$ cat src/rtl/vec_mem_sequencer_if.sv
// vec_mem_sequencer_if: scalar, vector and data-memory signals around the vector memory sequencer.
interface vec_mem_sequencer_if #(
  parameter int ADDR_WIDTH = 32,
  parameter int LANE_W     = 16,
  parameter int LANES      = 16
);
  localparam int VEC_W = LANE_W * LANES;
  logic                  sreq;
  logic                  swe;
  logic [ADDR_WIDTH-1:0] saddr;
  logic [LANE_W-1:0]     swdata;
  logic                  sgnt;
  logic [LANE_W-1:0]     srdata;
  logic                  vreq;
  logic                  vwe;
  logic [ADDR_WIDTH-1:0] vaddr;
  logic [VEC_W-1:0]      vwdata;
  logic [VEC_W-1:0]      vrdata;
  logic                  vdone;
  logic                  stall;
  logic                  mem_we;
  logic [ADDR_WIDTH-1:0] mem_addr;
  logic [LANE_W-1:0]     mem_wdata;
  logic [LANE_W-1:0]     mem_rdata;
  modport slave (
    input  sreq, swe, saddr, swdata, vreq, vwe, vaddr, vwdata, mem_rdata,
    output sgnt, srdata, vrdata, vdone, stall, mem_we, mem_addr, mem_wdata
  );
  modport master (
    output sreq, swe, saddr, swdata, vreq, vwe, vaddr, vwdata, mem_rdata,
    input  sgnt, srdata, vrdata, vdone, stall, mem_we, mem_addr, mem_wdata
  );
endinterface

$ cat src/rtl/vec_mem_sequencer.sv
// vec_mem_sequencer: runs 256-bit vector loads/stores as lane beats over the shared scalar data-memory port.
module vec_mem_sequencer #(
  parameter int ADDR_WIDTH = 32,
  parameter int LANE_W     = 16,
  parameter int LANES      = 16,
  parameter int STRIDE     = 2
) (
  input logic             clk,
  input logic             reset,
  vec_mem_sequencer_if.slave bus
);
  localparam int VEC_W = LANE_W * LANES;
  localparam int CW    = $clog2(LANES);
  typedef enum logic [2:0] {IDLE, VREAD, VWRITE, VDRAIN, DONE} state_t;
  state_t                state;
  logic [CW-1:0]         cnt;
  logic [ADDR_WIDTH-1:0] base;
  logic [VEC_W-1:0]      wdata;
  logic [VEC_W-1:0]      rdata;
  logic                  done;
  logic                  idle;
  logic                  last;
  always_comb begin
    idle          = state == IDLE;
    last          = cnt == CW'(LANES - 1);
    bus.stall     = idle ? bus.vreq : state != DONE;
    bus.sgnt      = idle & ~bus.vreq & bus.sreq;
    bus.srdata    = bus.mem_rdata;
    bus.vrdata    = rdata;
    bus.vdone     = done;
    // an asserted reset must never let a write through, even for a scalar request
    bus.mem_we    = ~reset & (idle ? bus.sgnt & bus.swe : state == VWRITE);
    bus.mem_addr  = idle ? bus.saddr : base + ADDR_WIDTH'(cnt) * ADDR_WIDTH'(STRIDE);
    bus.mem_wdata = idle ? bus.swdata : wdata[cnt*LANE_W +: LANE_W];
  end
  always_ff @(posedge clk or posedge reset)
    if (reset) begin
      state <= IDLE;
      cnt   <= '0;
      base  <= '0;
      wdata <= '0;
      rdata <= '0;
      done  <= 1'b0;
    end else begin
      done <= 1'b0;
      case (state)
        IDLE: if (bus.vreq) begin
          base  <= bus.vaddr & ~ADDR_WIDTH'(1);
          wdata <= bus.vwdata;
          cnt   <= '0;
          state <= bus.vwe ? VWRITE : VREAD;
        end
        // read data lags the address by one beat, so each beat lands the previous lane
        VREAD: begin
          if (cnt != '0) rdata[(cnt - 1'b1)*LANE_W +: LANE_W] <= bus.mem_rdata;
          cnt <= cnt + 1'b1;
          if (last) state <= VDRAIN;
        end
        VDRAIN: begin
          rdata[(LANES-1)*LANE_W +: LANE_W] <= bus.mem_rdata;
          done  <= 1'b1;
          state <= DONE;
        end
        VWRITE: begin
          cnt <= cnt + 1'b1;
          if (last) begin
            done  <= 1'b1;
            state <= DONE;
          end
        end
        default: state <= IDLE;
      endcase
    end
endmodule

$ cat src/flat_wrapper.sv
// flat-port wrapper written by rule: the top's interface ports become plain ports
module vec_mem_sequencer_flat 
#(
  parameter int ADDR_WIDTH = 32,
  parameter int LANE_W     = 16,
  parameter int LANES      = 16,
  parameter int STRIDE     = 2
)
  (clk, reset, bus_sreq, bus_swe, bus_saddr, bus_swdata, bus_vreq, bus_vwe, bus_vaddr, bus_vwdata, bus_mem_rdata, bus_sgnt, bus_srdata, bus_vrdata, bus_vdone, bus_stall, bus_mem_we, bus_mem_addr, bus_mem_wdata);
  vec_mem_sequencer_if #(.ADDR_WIDTH(ADDR_WIDTH), .LANE_W(LANE_W), .LANES(LANES)) bus_i ();
  input logic clk;
  input logic reset;
  input wire logic [$bits(bus_i.sreq)-1:0] bus_sreq;
  input wire logic [$bits(bus_i.swe)-1:0] bus_swe;
  input wire logic [$bits(bus_i.saddr)-1:0] bus_saddr;
  input wire logic [$bits(bus_i.swdata)-1:0] bus_swdata;
  input wire logic [$bits(bus_i.vreq)-1:0] bus_vreq;
  input wire logic [$bits(bus_i.vwe)-1:0] bus_vwe;
  input wire logic [$bits(bus_i.vaddr)-1:0] bus_vaddr;
  input wire logic [$bits(bus_i.vwdata)-1:0] bus_vwdata;
  input wire logic [$bits(bus_i.mem_rdata)-1:0] bus_mem_rdata;
  output wire logic [$bits(bus_i.sgnt)-1:0] bus_sgnt;
  output wire logic [$bits(bus_i.srdata)-1:0] bus_srdata;
  output wire logic [$bits(bus_i.vrdata)-1:0] bus_vrdata;
  output wire logic [$bits(bus_i.vdone)-1:0] bus_vdone;
  output wire logic [$bits(bus_i.stall)-1:0] bus_stall;
  output wire logic [$bits(bus_i.mem_we)-1:0] bus_mem_we;
  output wire logic [$bits(bus_i.mem_addr)-1:0] bus_mem_addr;
  output wire logic [$bits(bus_i.mem_wdata)-1:0] bus_mem_wdata;
  assign bus_i.sreq = bus_sreq;
  assign bus_i.swe = bus_swe;
  assign bus_i.saddr = bus_saddr;
  assign bus_i.swdata = bus_swdata;
  assign bus_i.vreq = bus_vreq;
  assign bus_i.vwe = bus_vwe;
  assign bus_i.vaddr = bus_vaddr;
  assign bus_i.vwdata = bus_vwdata;
  assign bus_i.mem_rdata = bus_mem_rdata;
  assign bus_sgnt = bus_i.sgnt;
  assign bus_srdata = bus_i.srdata;
  assign bus_vrdata = bus_i.vrdata;
  assign bus_vdone = bus_i.vdone;
  assign bus_stall = bus_i.stall;
  assign bus_mem_we = bus_i.mem_we;
  assign bus_mem_addr = bus_i.mem_addr;
  assign bus_mem_wdata = bus_i.mem_wdata;
  vec_mem_sequencer #(.ADDR_WIDTH(ADDR_WIDTH), .LANE_W(LANE_W), .LANES(LANES), .STRIDE(STRIDE)) u_core (.clk(clk), .reset(reset), .bus(bus_i));
endmodule
$ cat config.mk
export PLATFORM = sky130hd
export DESIGN_NAME = vec_mem_sequencer_flat
export DESIGN_NICKNAME = d
export VERILOG_FILES = /design/src/rtl/vec_mem_sequencer_if.sv /design/src/rtl/vec_mem_sequencer.sv /design/src/flat_wrapper.sv
export SDC_FILE = /design/constraint.sdc
export NUM_CORES = 1
export LEC_CHECK = 0
export CAP_MARGIN = 20
export CELL_PAD_IN_SITES_DETAIL_PLACEMENT = 1
export CELL_PAD_IN_SITES_GLOBAL_PLACEMENT = 2
export CORE_MARGIN = 5
export CORE_UTILIZATION = 32
export CTS_CLUSTER_DIAMETER = 80
export DETAILED_ROUTE_END_ITERATION = 7
export PLACE_DENSITY_LB_ADDON = 0.1
export SYNTH_ARGS = -nofsm -noshare
export SYNTH_HDL_FRONTEND = slang
export SYNTH_SLANG_ARGS = --single-unit
export TNS_END_PERCENT = 100
$ cat constraint.sdc
create_clock -name clk -period 21.1 [get_ports clk]
set_input_delay 3.165 -clock clk [delete_from_list [all_inputs] [get_ports clk]]
set_output_delay 3.165 -clock clk [all_outputs]
set_load 0.05 [all_outputs]
==> impl_metrics.json <==
{
  "endpoint_kind": "primary output",
  "fin_crit_sh_pct": 42.0,
  "synth-edff-count": 0,
  "cts_hold_buf": 0,
  "hold_path.class": "reg -> reg",
  "clk_path_buf_depth": 3,
  "yosys_warnings": 0,
  "postSynthCellCount": 1904,
  "synth-compound-area-share_pct": 5.53,
  "drive_gt1_share_pct": 25.7,
  "p_comb_share_pct": 48.7,
  "vias_per_cell": 4.92,
  "gr-usage-all-layers_pct": 21.3,
  "antenna_found_initial": 41,
  "maxCapViolations": 0,
  "fp.dieW_um": 290,
  "hpwl_um": 68500,
  "clk_pin_slew_worst_paths_ns": 0.05,
  "synthTopCellsByArea": "dfrtp_1, mux2_2, mux4_2",
  "core_um2": 77600,
  "io_buffers": 680,
  "clock_skew_ns": 0.0246,
  "yosys.area_share.simple_pct": 6.49,
  "die_area_um2": 84000,
  "path_cells": "clkdlybuf4s50_1 > and2_4 > or3_1 > clkdlybuf4s50_1",
  "cp_common_cell": "clkdlybuf4s50_1",
  "start_util_pct": 32.3,
  "vias": 18000,
  "yosysTopAreaCellShare_pct": 55.0,
  "grt_pass1_vias": 19700,
  "synth_fa_ha_area_share_pct": 0.829,
  "clk_latency_ns": 0.60,
  "swShare_pct": 42.4,
  "p_leak_uw": 0.0146,
  "arrival_ns": 5.69,
  "drcViolationCount": 0,
  "cts-root-buf": "clkbuf_16",
  "ios": 682,
  "rsz0062_at_grt": "false",
  "syn-mean-instance-area_um2": 13.2,
  "synth_fp_nets": 2278,
  "antenna_left": 0,
  "fin_nets": 2929,
  "die_h_um": 290,
  "htree_levels": 3,
  "wl_um": 92400,
  "synth_top_family_by_area": "multiplexers",
  "powerDensity_nw_per_um2": 156,
  "synth_seq_area_share_pct": 55.0,
  "post-cts-setup-buffers": 0,
  "max_stage_delay_ns": 0.89,
  "internal-power_uw": 3140,
  "clock-sinks": 551,
  "clock.fmax_ghz": 0.113,
  "finalPower_uw": 5450,
  "async_flop_share_pct": 100,
  "cp_max_fo": 57,
  "hold_viol": 0,
  "synthFlopType": "dfrtp_1",
  "drt_iter0_drc": 639,
  "fin_setup_tns_ns": 0,
  "p_sw_uw": 2310,
  "required_ns": 17.94,
  "synth_common_cells": "dfrtp_1, mux2_2, nand2_1",
  "peakVddDrop_mv": 0.0919,
  "synthXorXnorAreaFrac_pct": 1.33,
  "seqPwrFrac_pct": 31.0,
  "cts_inserted_buffers": 67,
  "worst_pin_slew_ns": 1.02,
  "cts_resized": 0,
  "drt_pass1_iterations": 4,
  "status": "finished, final reports clean",
  "ys_types": 65,
  "syn_area_um2": 25100,
  "synth.most_common_cell": "dfrtp_1",
  "yosysTopAreaCell": "dfrtp_1",
  "grt_pass1_wl_um": 136000,
  "cp_top_family": "buffers and inverters",
  "ys_seq_elements": 551,
  "worst-setup-path-type": "in -> out",
  "start_kind": "input pin",
  "slew-limit-headroom_pct": 31.7,
  "cp_slowest_cell": "clkdlybuf4s50_1",
  "grt_max_degree": 174,
  "grt_overflow": 0,
  "cp.buffers_inverters": 2,
  "cts_tree": "done",
  "synthToLayoutAreaGrowth_pct": 39.6,
  "period_needed_ns": 8.85,
  "p_clk_share_pct": 20.3,
  "slew_viol_final": 0,
  "gp_routability_congestion": 0.791,
  "avgRoutedWirePerCell_um": 25.2,
  "setup_viol": 0,
  "rows": 102,
  "synth_mux_area_share_pct": 27.4
}
==> kinds of logic after synthesis <==
kind of cell    Yosys count
fa+ha+maj                16
simple gates            331
compound gates          237
buf+inv                 161
flops                   551
xor+xnor                 34
mux                     574
==> layout by cell type (no fill, tap or decap), types with 22 or more instances in the layout <==
cell type / n
nand3_1: 26
inv_1: 25
clkbuf_1: 22
mux4_2: 32
nand2_1: 146
buf_4: 29
mux2_4: 30
clkbuf_16: 69
mux2i_1: 48
diode_2: 24
a21oi_1: 42
nor2_1: 69
mux2_2: 452
clkdlybuf4s50_1: 680
dfrtp_1: 548
o21ai_0: 112
==> state kept, by name (all words and copies together), names as in the netlist <==
register	cells
u_core.bus.vrdata	256
u_core.state	3
u_core.wdata	256
u_core.cnt	4
u_core.base	31
u_core.bus.vdone	1
==> routing by layer <==
metal	routed length [µm]	global-route usage, %
met5	217	0
met4	2930	7.69
met3	5940	6.38
met2	48800	38.6
met1	34500	23.6
==> power by group through the flow <==
stage	Combinational (µW)	Clock (µW)	Sequential, µW
after floorplan	1590	0	1850
after global placement	2660	0	1680
after detailed placement	2690	0	1710
after CTS	2700	1140	1690
after global routing	2820	1180	1740
final	2650	1110	1690
==> tightest hold or removal path: cells and delay by family, from the launching register on <==
| family | cells | cell delay [ns] |
|---|---|---|
| DFF | 1 | 0.33 |
| AOI/OAI and AO/OA | 1 | 0.06 |
| and+or+nand+nor | 1 | 0.05 |
==> path summary, 6_finish.rpt <==
check                           slack [ns]                  start                     end  depth (start not counted)
worst max-delay path                 12.25               bus_vreq               bus_stall                          4
worst min-delay path                  0.47  u_core.bus.vrdata[78]   u_core.bus.vrdata[78]                          2
worst max register to register       16.17          u_core.cnt[1]  u_core.bus.vrdata[202]                         11
worst min register to register        0.47  u_core.bus.vrdata[78]   u_core.bus.vrdata[78]                          2
max in group asynchronous            14.27                  reset   u_core.bus.vrdata[27]                          8
min in group asynchronous             3.13                  reset         u_core.wdata[3]                          2
==> metrics by stage <==
step | util, % | area (µm²) | worst slack [ns] | std cells | hold WS [ns]
after global placement | 42.2 | 32700 | 12.20 | 3519 | 0.463
after detailed placement | 42.2 | 32700 | 12.20 | 3521 | 0.469
after global routing | 45.0 | 34900 | 12.14 | 3651 | 0.496
after floorplan | - | 25100 | 2.53 | 1904 | 0.475
after CTS | 44.9 | 34800 | 12.20 | 3634 | 0.481
final | 45.1 | 35000 | 12.25 | 3663 | 0.473
==> cell type report <==
class	instances	area, µm²
Sequential cell	551	13800
Timing Repair Buffer	717	7170
Clock inverter	8	80.1
Antenna cell	24	60.1
Multi-Input combinational cell	1192	10500
Tap cell	1040	1300
Fill cell	8090	42600
Clock buffer	105	2000
Inverter	26	105
Power figures use the tool's default switching activity.
